`src/rtl/reaction_core_multi.sv`:
```
`default_nettype none
// ---------------------------------------------------------------------------
// reaction_core_multi : multi-player reaction game (debounce, arm delay, timing)
// Rev 1.0 - initial release
// ---------------------------------------------------------------------------
module reaction_core_multi #(
  parameter int          CLK_HZ      = 100000000,
  parameter int          TICK_HZ     = 1000,
  parameter int          NUM_PLAYERS = 2,
  parameter int          DEB_TICKS   = 10,
  parameter int          MIN_WAIT    = 1000,
  parameter int          WAIT_SPAN_W = 11,
  parameter logic [15:0] LFSR_SEED   = 16'hACE1,
  parameter int          MAX_COUNT   = 9999
) (
  input  logic                   clk,
  input  logic                   rst,
  input  logic                   btn_start,
  input  logic [NUM_PLAYERS-1:0] btn_react,
  input  logic                   btn_clear,
  output logic [13:0]            number,
  output logic [2:0]             mode,
  output logic [2:0]             winner,
  output logic                   winner_valid,
  output logic                   new_best
);

  localparam int          DIV   = CLK_HZ / TICK_HZ;
  localparam int          PW    = (DIV > 1) ? $clog2(DIV) : 1;
  localparam int          NB    = NUM_PLAYERS + 2;
  localparam int          DW    = $clog2(DEB_TICKS + 1);
  localparam int          WW    = $clog2(MIN_WAIT + (1 << WAIT_SPAN_W)) + 1;
  localparam logic [13:0] C_MAX = 14'(MAX_COUNT);

  typedef enum logic [2:0] {
    S_IDLE = 3'd0,
    S_WAIT = 3'd1,
    S_GO   = 3'd2,
    S_DONE = 3'd3,
    S_FOUL = 3'd4
  } state_t;

  logic w_tick;

  generate
    if (DIV <= 1) begin : g_tick_every_clk
      assign w_tick = 1'b1;
    end else begin : g_prescaler
      logic [PW-1:0] r_presc;
      always_ff @(posedge clk or negedge rst) begin
        if (!rst) begin
          r_presc <= '0;
        end else if (r_presc == PW'(DIV - 1)) begin
          r_presc <= '0;
        end else begin
          r_presc <= r_presc + 1'b1;
        end
      end
      assign w_tick = (r_presc == PW'(DIV - 1));
    end
  endgenerate

  // Button vector: bit 0 start, bits 1..NUM_PLAYERS react, top bit clear.
  logic [NB-1:0] w_raw;
  logic [NB-1:0] r_s1, r_s2, r_lvl, r_lvl_d;
  logic [DW-1:0] r_deb [NB];
  logic [NB-1:0] w_press;

  assign w_raw = {btn_clear, btn_react, btn_start};

  always_ff @(posedge clk or negedge rst) begin
    if (!rst) begin
      r_s1    <= '0;
      r_s2    <= '0;
      r_lvl   <= '0;
      r_lvl_d <= '0;
      for (int i = 0; i < NB; i++) r_deb[i] <= '0;
    end else begin
      r_s1    <= w_raw;
      r_s2    <= r_s1;
      r_lvl_d <= r_lvl;
      for (int i = 0; i < NB; i++) begin
        if (r_s2[i] == r_lvl[i]) begin
          r_deb[i] <= '0;
        end else if (w_tick) begin
          if (r_deb[i] == DW'(DEB_TICKS - 1)) begin
            r_lvl[i] <= r_s2[i];
            r_deb[i] <= '0;
          end else begin
            r_deb[i] <= r_deb[i] + 1'b1;
          end
        end
      end
    end
  end

  assign w_press = r_lvl & ~r_lvl_d;

  logic                   w_start, w_clear;
  logic [NUM_PLAYERS-1:0] w_react;
  logic [2:0]             w_first;

  assign w_start = w_press[0];
  assign w_react = w_press[NUM_PLAYERS:1];
  assign w_clear = w_press[NB-1];

  // Lowest pressing index wins ties.
  always_comb begin
    w_first = '0;
    for (int i = NUM_PLAYERS - 1; i >= 0; i--) begin
      if (w_react[i]) w_first = 3'(i);
    end
  end

  logic [15:0] r_lfsr;

  always_ff @(posedge clk or negedge rst) begin
    if (!rst) begin
      r_lfsr <= LFSR_SEED;
    end else begin
      r_lfsr <= {r_lfsr[14:0], r_lfsr[15] ^ r_lfsr[13] ^ r_lfsr[12] ^ r_lfsr[10]};
    end
  end

  state_t        r_state;
  logic [WW-1:0] r_wait;
  logic [13:0]   r_react_cnt, r_result, r_best;
  logic [2:0]    r_win_idx;
  logic          r_win_vld, r_nb_pend;
  logic [WW-1:0] w_wait_load;

  assign w_wait_load = WW'(MIN_WAIT) + WW'(r_lfsr[WAIT_SPAN_W-1:0]);

  always_ff @(posedge clk or negedge rst) begin
    if (!rst) begin
      r_state     <= S_IDLE;
      r_wait      <= '0;
      r_react_cnt <= '0;
      r_result    <= '0;
      r_best      <= C_MAX;
      r_win_idx   <= '0;
      r_win_vld   <= 1'b0;
      r_nb_pend   <= 1'b0;
    end else begin
      r_nb_pend <= 1'b0;
      case (r_state)
        S_IDLE, S_DONE: begin
          if (w_clear) r_best <= C_MAX;
          if (w_start) begin
            r_state   <= S_WAIT;
            r_wait    <= w_wait_load;
            r_win_idx <= '0;
            r_win_vld <= 1'b0;
          end
        end
        S_WAIT: begin
          if (|w_react) begin
            r_state   <= S_FOUL;
            r_win_idx <= w_first;
            r_win_vld <= 1'b1;
          end else if (w_tick) begin
            if (r_wait <= WW'(1)) begin
              r_state     <= S_GO;
              r_react_cnt <= '0;
            end else begin
              r_wait <= r_wait - 1'b1;
            end
          end
        end
        S_GO: begin
          if (|w_react) begin
            r_state   <= S_DONE;
            r_result  <= r_react_cnt;
            r_win_idx <= w_first;
            r_win_vld <= 1'b1;
            if (r_react_cnt < r_best) begin
              r_best    <= r_react_cnt;
              r_nb_pend <= 1'b1;
            end
          end else if (w_tick) begin
            if (r_react_cnt >= C_MAX - 14'd1) begin
              r_react_cnt <= C_MAX;
              r_result    <= C_MAX;
              r_state     <= S_DONE;
            end else begin
              r_react_cnt <= r_react_cnt + 14'd1;
            end
          end
        end
        S_FOUL: begin
          if (w_start) begin
            r_state   <= S_WAIT;
            r_wait    <= w_wait_load;
            r_win_idx <= '0;
            r_win_vld <= 1'b0;
          end
        end
        default: r_state <= S_IDLE;
      endcase
    end
  end

  // Display-side outputs trail the state register by one clock.
  always_ff @(posedge clk or negedge rst) begin
    if (!rst) begin
      number       <= C_MAX;
      mode         <= 3'd0;
      winner       <= 3'd0;
      winner_valid <= 1'b0;
      new_best     <= 1'b0;
    end else begin
      mode         <= r_state;
      winner       <= r_win_idx;
      winner_valid <= r_win_vld;
      new_best     <= r_nb_pend;
      case (r_state)
        S_IDLE:  number <= r_best;
        S_WAIT:  number <= 14'd0;
        S_GO:    number <= r_react_cnt;
        S_DONE:  number <= r_result;
        default: number <= C_MAX;
      endcase
    end
  end

endmodule
`default_nettype wire
```
`config.mk`:
```
export PLATFORM = sky130hd
export DESIGN_NAME = reaction_core_multi
export DESIGN_NICKNAME = d
export VERILOG_FILES = /design/src/rtl/reaction_core_multi.sv
export SDC_FILE = /design/constraint.sdc
export NUM_CORES = 1
export LEC_CHECK = 0
export CORE_MARGIN = 2
export CORE_UTILIZATION = 60
export DETAILED_ROUTE_END_ITERATION = 10
export MAX_ROUTING_LAYER = met4
export PLACE_DENSITY = 0.79
export SLEW_MARGIN = 20
export SYNTH_ARGS = -nofsm -noshare
export SYNTH_HDL_FRONTEND = slang
export SYNTH_SLANG_ARGS = --single-unit
```
`constraint.sdc`:
```
create_clock -name clk -period 2.68 [get_ports clk]
set_input_delay 0.536 -clock clk [delete_from_list [all_inputs] [get_ports clk]]
set_output_delay 0.536 -clock clk [all_outputs]
set_load 0.01 [all_outputs]
```
==> flow_metrics.tcl <==
set metrics [dict create \
    status "finished, final reports clean" \
    grt_pass1_vias 5446 \
    core-area_mm2 0.01137 \
    antenna_cells 0 \
    antenna_found_initial 0 \
    cts_hold_buf 0 \
    io_buffers 25 \
    cellLeakagePower_nw 3.624 \
    num_io_pins 28 \
    finish.instance_area_mm2 0.008059 \
    ant_nets 0 \
    worst_hold_slack_ps 30.52 \
    worstSetupStartpointType "flop" \
    cap_violations 0 \
    crit_arrival_ps 2840 \
    synth_top_flop_cell "dfrtp_1" \
    grt_usage_pct 27.35 \
    async_flop_share_pct 100.0 \
    met1_length_mm 6.454 \
    htree_levels 4 \
    cts_tree "yes" \
    post_drt_wl_per_cell_um 17.50 \
    clkSlewWorstSetupHoldPaths_ps 60 \
    ys_seq_elements 146 \
    drt_pass1_iterations 5 \
    dieWidth_um 111.9 \
    drc_errors 0 \
    cpPeakStageDelay_ps 560 \
    worstPathMaxFanout 12 \
    place_area_mm2 0.007461 \
    rows 39 \
    wl_met2_mm 7.746 \
    cp.required_ps 3000 \
    fillers 812 \
    finalSetupViolations 0 \
    crit_buf_inv 0 \
    postCtsSetupRepairBufs 0 \
    yosysWarnings 0 \
    ctsRootBufferMaster "clkbuf_16" \
    dp_slack_ps 231.0 \
    wl_met3_um 668 \
    fmax_mhz 396.6 \
    area_growth_pct 15.35 \
    dieArea_mm2 0.01252 \
    cp-end-kind "flop" \
    worst_slack_ps 158.5 \
    fin_cells 871 \
    syn-cell-area_mm2 0.006987 \
    clock_latency_ps 430 \
    worstMarginPinSlew_ps 637.7 \
    place_congestion 0.9056 \
    rsz0062_at_grt "no" \
    power.density_mw_per_mm2 576.7 \
    crit_family "simple AND/OR/NAND/NOR gates" \
    clk_path_buf_depth 2 \
    hold_violations 0 \
    relSlewSlack_pct 57.44 \
    min_path_type "in -> async" \
    synth_enable_flop_cells 0 \
    drt-initial-drc-count 436 \
    fin_tns_setup_ps 0 \
    grt_max_degree 58 \
    fin_nets 748 \
    floorplan.initialDensity_pct 61.45 \
    clock-sinks 146 \
    ys_seq_area_share_pct 52.72 \
    chipHeight_um 111.9 \
    cts_repair_resize_count 0 \
    slew_violations 0 \
    layout_min_cycle_time_ps 2522 \
    placedCellCount 839 \
    path_cells "or4b_4 -> nor4_4 -> and3_1 -> o21a_1 -> o21ai_0 -> a32o_1" \
    top_layer "met4" \
    grt_pass1_wl_mm 26.39 \
    vdd_drop_max_v 0.0005568 \
    dp_hpwl_mm 10.19 \
    fin_crit_sh_pct 94.09 \
    netlist_instances 679 \
    path_class "reg -> reg" \
    dr_total_vias 5317 \
    grt_overflow 0 \
    drive_gt1_share_pct 12.77 \
    wl_mm 15.24 \
    slowest_stage "or4b_4" \
    numCtsBuffers 17 \
    syn_avg_cell_area_um2 10.29 \
    synth_cell_type_count 67 \
    via_per_inst 6.104 \
    report.power.total_mw 4.647 \
    postLayoutCoreUtil_pct 70.88 \
    fin_worst_skew_ps 6.912 \
]
state kept, by name (all words and copies together), names as in the netlist, 13 cells and up:
register and flops:
g_prescaler.r_presc 17, r_best 14, r_react_cnt 14, number 14
r_lfsr 16, r_result 14, r_wait 13, r_deb 16
worst paths after layout:
check | cells past startpoint | slack [ps] | start | endpoint
max | 6 | 160 | g_prescaler.r_presc[14] | r_wait[3]
min | 1 | 30 | rst | number[6]
max reg2reg | 6 | 160 | g_prescaler.r_presc[14] | r_wait[3]
min reg2reg | 0 | 340 | r_s1[1] | r_s2[1]
max in group asynchronous | 2 | 1870 | rst | r_best[10]
min in group clk | 0 | 340 | r_s1[1] | r_s2[1]
power breakdown:
part,internal [mW],switching (mW)
registers,2.21,0.00277
logic,0.0135,0.0480
clock network,1.48,0.888
cell usage after synthesis (10+ instances only):
| library cell | n | area share, % |
|---|---|---|
| xnor2_1 | 12 | 1.5 |
| nor3_1 | 23 | 1.6 |
| ha_1 | 27 | 4.8 |
| nand3_1 | 20 | 1.4 |
| inv_1 | 28 | 1.5 |
| nor2_1 | 63 | 3.4 |
| clkbuf_1 | 23 | 1.2 |
| and3_1 | 10 | 0.90 |
| a31oi_1 | 10 | 0.90 |
| a21oi_1 | 56 | 4.0 |
| dfstp_2 | 24 | 9.0 |
| mux2i_1 | 13 | 1.9 |
| xor2_1 | 14 | 1.8 |
| o21ai_0 | 36 | 2.6 |
| dfrtp_1 | 122 | 44 |
| nand2_1 | 47 | 2.5 |
| a22o_1 | 14 | 1.8 |
final cells by class:
| cell class | instances | area [µm²] | share of cell area (%) |
|---|---|---|---|
| flip-flops and latches | 146 | 3684 | 45.71 |
| multi-input cells | 473 | 3053 | 37.88 |
| clock buffers | 22 | 454.2 | 5.636 |
| repair buffers | 48 | 444.2 | 5.512 |
| well taps | 143 | 178.9 | 2.220 |
| clock inverters | 10 | 136.4 | 1.692 |
| inverters | 29 | 108.9 | 1.351 |
metal layers:
metal / vias to the layer above / track usage, %
met3: 34 / 6.206
met4: 0 / 11.44
li1: 2518 / -
met1: 2623 / 33.47
met2: 142 / 44.08
met5: - / -
cell usage in the layout (no fill, tap or decap), types with 6 or more instances in the layout:
cell type and count:
nand3_1 20, nand2_1 47, nand4_1 8, ha_1 27
dfrtp_1 122, a21oi_1 56, xnor2_1 12, o22a_1 9
dfstp_2 24, xor2_1 14, inv_1 28, nor4_1 6
and3_1 10, nand2b_1 8, a2bb2oi_1 9, buf_4 21
mux2i_1 13, clkbuf_16 17, nor2_1 63, o21ai_0 36
nor3_1 23, clkdlybuf4s50_1 24, a22o_1 14, a31oi_1 10
kinds of logic after synthesis:
| family | after synthesis | synth area share [%] |
|---|---|---|
| AO/OA/AOI/OAI | 188 | 17.89 |
| XOR/XNOR | 26 | 3.259 |
| adder cells (fa/ha/maj) | 27 | 4.835 |
| buffers and inverters | 61 | 3.635 |
| flip-flops | 146 | 52.72 |
| multiplexers | 16 | 2.346 |
| other | 1 | 0.05367 |
| AND/OR/NAND/NOR | 214 | 15.26 |
Note: power is estimated with default switching activity, not from simulation.
==> RTL change 1: new RTL, same settings <==
Add an input register stage for `btn_start`, `btn_react` and `btn_clear`, without a reset; this delays them by one clock.
--- a/src/rtl/reaction_core_multi.sv
+++ b/src/rtl/reaction_core_multi.sv
@@ -41,4 +41,14 @@
   } state_t;
 
+  logic btn_start_q;
+  logic [NUM_PLAYERS-1:0] btn_react_q;
+  logic btn_clear_q;
+
+  always_ff @(posedge clk) begin
+    btn_start_q <= btn_start;
+    btn_react_q <= btn_react;
+    btn_clear_q <= btn_clear;
+  end
+
   logic w_tick;
 
@@ -67,5 +77,5 @@
   logic [NB-1:0] w_press;
 
-  assign w_raw = {btn_clear, btn_react, btn_start};
+  assign w_raw = {btn_clear_q, btn_react_q, btn_start_q};
 
   always_ff @(posedge clk or negedge rst) begin
Formal check against the unedited RTL: same outputs for any inputs over 10 cycles, from zero or initial values and one cycle with rst low; that may be too few to reach the edited logic, so the function may still have changed.
==> RTL change 1 against the unedited design <==
- routed wire length is 11% higher
- design area is 4.3% higher
- die area is 4.9% higher
- area after synthesis is 5.1% higher
- worst setup slack better by 0.086 ns
- sequential cell count is 4 higher
- global-route usage is 1.0 points higher
- power is 1.0% higher
- first-iteration DRC count is 15% higher
- cell count is 3.4% higher
- non-clock buffer count is 5 higher
- clock skew is 0.00055 ns lower
- largest cell class unchanged
- largest power group unchanged
==> RTL change 1: results (changes against the unedited design) <==
| Metric | Value |
|---|---|
| Status | finished, final reports clean |
| Share of cells above drive strength 1 | 0.141 (+0.0128) |
| Ys async rst share | 0.973 (-0.0267) |
| Cts bufs inserted | 17 (unchanged) |
| Clk slew on worst S/H paths | 0.06 ns (about the same) |
| Leakage power | 3.61 nW (-0.40%) |
| Share of the yosys chip area belonging to registers | 0.513 (-0.0145) |
| Routed WL | 17.0 mm (+11%) |
| Place WS | 0.193 ns (-0.0381 ns) |
| Inserted Diodes | 0 (unchanged) |
| Final hold viol count | 0 (unchanged) |
| Post-detail-place hpwl | 11.2 mm (+9.7%) |
| Synth unique cells | 70 (+4.5%) |
| M3 GR Usage | 0.0656 (+0.00359) |
| Synth warn | 0 (unchanged) |
| WP data arrival | 2.73 ns (-0.11 ns) |
| R2r endpoint | r_wait[8] |
| M2 GR Usage | 0.453 (+0.0121) |
| Placed cell count | 869 (+3.6%) |
| Max Buffers Root-to-Sink | 2 (unchanged) |
| Hold crit path type | in2async |
| Largest net degree at the start of global routing | 66 (+14%) |
| Most frequent cells after synthesis | 122 x dfrtp_1, 56 x a21oi_1, 54 x nor2_1 |
| Post-CTS setup repair buffer count | 0 (unchanged) |
| H-tree depth | 4 (unchanged) |
| First-pass GRT wire length | 28.1 mm (+6.4%) |
| Iter 0 DRT Violations | 503 (+15%) |
| Biggest registers after layout | g_prescaler.r_presc x17, r_deb x16, r_lfsr x16 |
| Reg2Reg Setup Slack | 0.24 ns (+0.09 ns) |
| Worst Skew | 0.00636 ns (-0.000552 ns) |
| Max_cap viols | 0 (unchanged) |
| Worst slew margin | 0.497 (-0.0772) |
| Initial antenna violation count | 0 (unchanged) |
| Worst vdd rail ir drop | 0.711 mV (+28%) |
| Synth area leaders | dfrtp_1 42%, dfstp_2 8.6%, ha_1 4.6% |
| Drt pass-1 iters | 6 (+1) |
| Clk root buf | clkbuf_16 |
| Clk Latency, worst-skew pair | 0.43 ns (about the same) |
| Synthesized instance count | 709 (+4.4%) |
| Reg2Reg Depth | 6 (unchanged) |
| Number of global-route vias before repair | 5756 (+5.7%) |
| Final #Nets | 774 (+3.5%) |
| Post-CTS sizing | 0 (unchanged) |
| Buffers on Ports | 25 (unchanged) |
| WL/cell | 18.8 um (+7.7%) |
| Global-route usage over all layers | 0.283 (+0.0100) |
| Via-per-instance ratio | 6.49 (+6.3%) |
| Met1 GRT Util | 0.348 (+0.0129) |
| Reg2reg start | g_prescaler.r_presc[0] |
| GP Congestion | 0.964 (+6.4%) |
| Critical path peak fanout | 14 (+2) |
## RTL change 1: cell families (layout without fill, tap and decap cells)
kind of cell / after synthesis / in the layout / share of synthesized area
AO/OA/AOI/OAI: 193 / 193 / 0.185
XOR/XNOR: 25 / 25 / 0.0298
adder cells (fa/ha/maj): 27 / 27 / 0.0460
buffers and inverters: 81 / 125 / 0.0467
flip-flops: 150 / 150 / 0.513
multiplexers: 20 / 20 / 0.0281
other: 1 / 2 / 0.000511
AND/OR/NAND/NOR: 212 / 212 / 0.152
## RTL change 1: report_power, final
| part | switching (mW) | internal, mW |
|---|---|---|
| Sequential | 0.00369 | 2.28 |
| Clock | 0.939 | 1.42 |
| Combinational | 0.0472 | 0.0134 |
## RTL change 1: worst max-delay path by stage
stage,from,endpoint,slack (ns),cells past startpoint
after floorplan,r_best[13],r_best[11],0.43,8
after global placement,r_wait[0],r_react_cnt[11],0.29,6
after detailed placement,r_wait[1],r_react_cnt[12],0.19,7
after CTS,r_wait[1],r_react_cnt[12],0.15,7
after global routing,g_prescaler.r_presc[0],r_wait[8],0.04,6
final,g_prescaler.r_presc[0],r_wait[8],0.24,6
## RTL change 1: final cells by class
class                           count  area, sq um
Inverter                           40          150
Clock inverter                     12          128
Sequential cell                   150         3760
Multi-Input combinational cell    479         3250
Clock buffer                       20          457
Fill cell                         867         3560
Timing Repair Buffer               53          474
Tap cell                          147          184
## RTL change 1: metal layers
layer,wire [um],up-vias
met2,8420,246
met3,983,53
met4,534,0
met5,0,-
met1,7040,2882
li1,-,2663
## RTL change 1: metrics by stage
stage | hold WS, ns | total power [mW] | cell area (sq um)
2_1_floorplan | 0.240 | 2.33 | 7340
5_1_grt | 0.133 | 4.84 | 8400
3_3_place_gp | 0.318 | 2.38 | 7810
6_report | 0.0939 | 4.69 | 8400
3_5_place_dp | 0.324 | 2.38 | 7810
4_1_cts | 0.103 | 4.73 | 8390
## RTL change 1: critical path, stage by stage, from the launching register on
cell and delay, ns:
dfrtp_1 0.41, ha_1 0.24, and4_1 0.22, and4_1 0.23, a21oi_2 0.61, or2_0 0.43
o211ai_1 0.16
==> RTL change 2: new RTL, same settings <==
Without the edit above. Change the parameter `TICK_HZ` from 1000 to 500.
--- a/src/rtl/reaction_core_multi.sv
+++ b/src/rtl/reaction_core_multi.sv
@@ -6,5 +6,5 @@
 module reaction_core_multi #(
   parameter int          CLK_HZ      = 100000000,
-  parameter int          TICK_HZ     = 1000,
+  parameter int          TICK_HZ     = 500,
   parameter int          NUM_PLAYERS = 2,
   parameter int          DEB_TICKS   = 10,
Behaviour: no difference found for any inputs over 10 cycles, from zero or initial values and one cycle with rst low; that may be too few to reach the edited logic, so the function may still have changed.
==> RTL change 2 against the unedited design <==
- worst setup slack better by 0.18 ns
- power up 2.6%
- sequential cell count up 1
- combinational power up 1%
- routed wire length up 11%
- area after synthesis up 5.7%
- design area up 4.3%
- clock power up 4%
==> RTL change 2: results (changes against the unedited design) <==
| Metric | Value |
|---|---|
| Status | finished, final reports clean |
| Global-route usage over all layers | 0.285 (+0.0111) |
| Top routing layer in use | met4 |
| Final #Nets | 783 (+4.7%) |
| Number of global-route vias before repair | 5846 (+7.3%) |
| First-pass GRT wire length | 28.7 mm (+8.7%) |
| Met3 WL post-DR | 959 um (+44%) |
| Share of the yosys chip area belonging to registers | 0.502 (-0.0250) |
| Most frequent cells after synthesis | 123 x dfrtp_1, 62 x nand2_1, 52 x nor2_1 |
| Post-detail-place hpwl | 11.3 mm (+10%) |
| Share of cells above drive strength 1 | 0.139 (+0.0112) |
| Synth warn | 0 (unchanged) |
| Largest net degree at the start of global routing | 67 (+16%) |
| DRT met1 WL | 7.30 mm (+13%) |
| Routed wl met2 | 8.29 mm (+7.0%) |
| Leakage power | 3.77 nW (+3.9%) |
| Synth unique cells | 71 (+6.0%) |
| Worst Skew | 0.00865 ns (+0.00173 ns) |
| Place WS | 0.370 ns (+0.139 ns) |
| WP data arrival | 2.70 ns (-0.14 ns) |
| Worst path top cell family by delay | compound AO/OA/AOI/OAI gates |
| Critical path peak fanout | 15 (+3) |
| GP Congestion | 0.920 (+1.6%) |
| Via-per-instance ratio | 6.37 (+4.3%) |
| Slowest stage cell, crit path | o211a_1 |
| Synth area leaders | dfrtp_1 42%, dfstp_2 8.5%, ha_1 4.6% |
| Post-CTS sizing | 0 (unchanged) |
| WL/cell | 18.5 um (+6.0%) |
| Iter 0 DRT Violations | 431 (-1.1%) |
| Dpl cell area | 7790 sq um (+4.4%) |
| Grt ovf | 0 (unchanged) |
| Worst vdd rail ir drop | 0.563 mV (+1.0%) |
| Worst Tran Pin Value | 0.829 ns (+0.191 ns) |
| Biggest registers after layout | g_prescaler.r_presc x18, r_deb x16, r_lfsr x16 |
| Drt pass-1 iters | 7 (+2) |
## RTL change 2: final timing paths
path                                 startpoint         end  slack (ns)
max in group asynchronous                   rst  r_lfsr[13]        1.82
min in group clk                        r_s1[2]     r_s2[2]        0.35
worst max register to register  r_react_cnt[11]  r_best[12]        0.34
worst min-delay path                        rst    new_best        0.05
worst min register to register          r_s1[2]     r_s2[2]        0.35
worst max-delay path            r_react_cnt[11]  r_best[12]        0.34
## RTL change 2: per-layer routing
layer,GRT usage,vias up
met3,0.0580,32
met1,0.364,2921
li1,-,2657
met2,0.453,185
met4,0.104,0
met5,-,-
## RTL change 2: through the flow
step | instances | util | hold slack, ns
2_1_floorplan | 723 | - | 0.240
3_5_place_dp | 878 | 0.649 | 0.337
6_report | 910 | 0.700 | 0.0532
3_3_place_gp | 878 | 0.649 | 0.333
5_1_grt | 910 | 0.700 | 0.0835
4_1_cts | 910 | 0.700 | 0.0512
## RTL change 2: report_power, final
group          switching, mW  internal [mW]
sequential           0.00298           2.23
clock                  0.878           1.60
combinational         0.0487         0.0136
## RTL change 2: cell type report
class                   count  area, sq um
multi-input cells         507         3370
clock buffers              21          460
flip-flops and latches    147         3710
repair buffers             44          407
well taps                 147          184
fillers                   869         3600
inverters                  33          124
clock inverters            11          158
## RTL change 2: logic make-up (layout without fill, tap and decap cells)
| logic type | Yosys count | after routing | synth area share |
|---|---|---|---|
| other | 1 | 2 | 0.000508 |
| adder cells (fa/ha/maj) | 27 | 27 | 0.0457 |
| AO/OA/AOI/OAI | 194 | 194 | 0.181 |
| multiplexers | 20 | 20 | 0.0280 |
| AND/OR/NAND/NOR | 239 | 239 | 0.170 |
| buffers and inverters | 69 | 109 | 0.0424 |
| flip-flops | 147 | 147 | 0.502 |
| XOR/XNOR | 25 | 25 | 0.0297 |
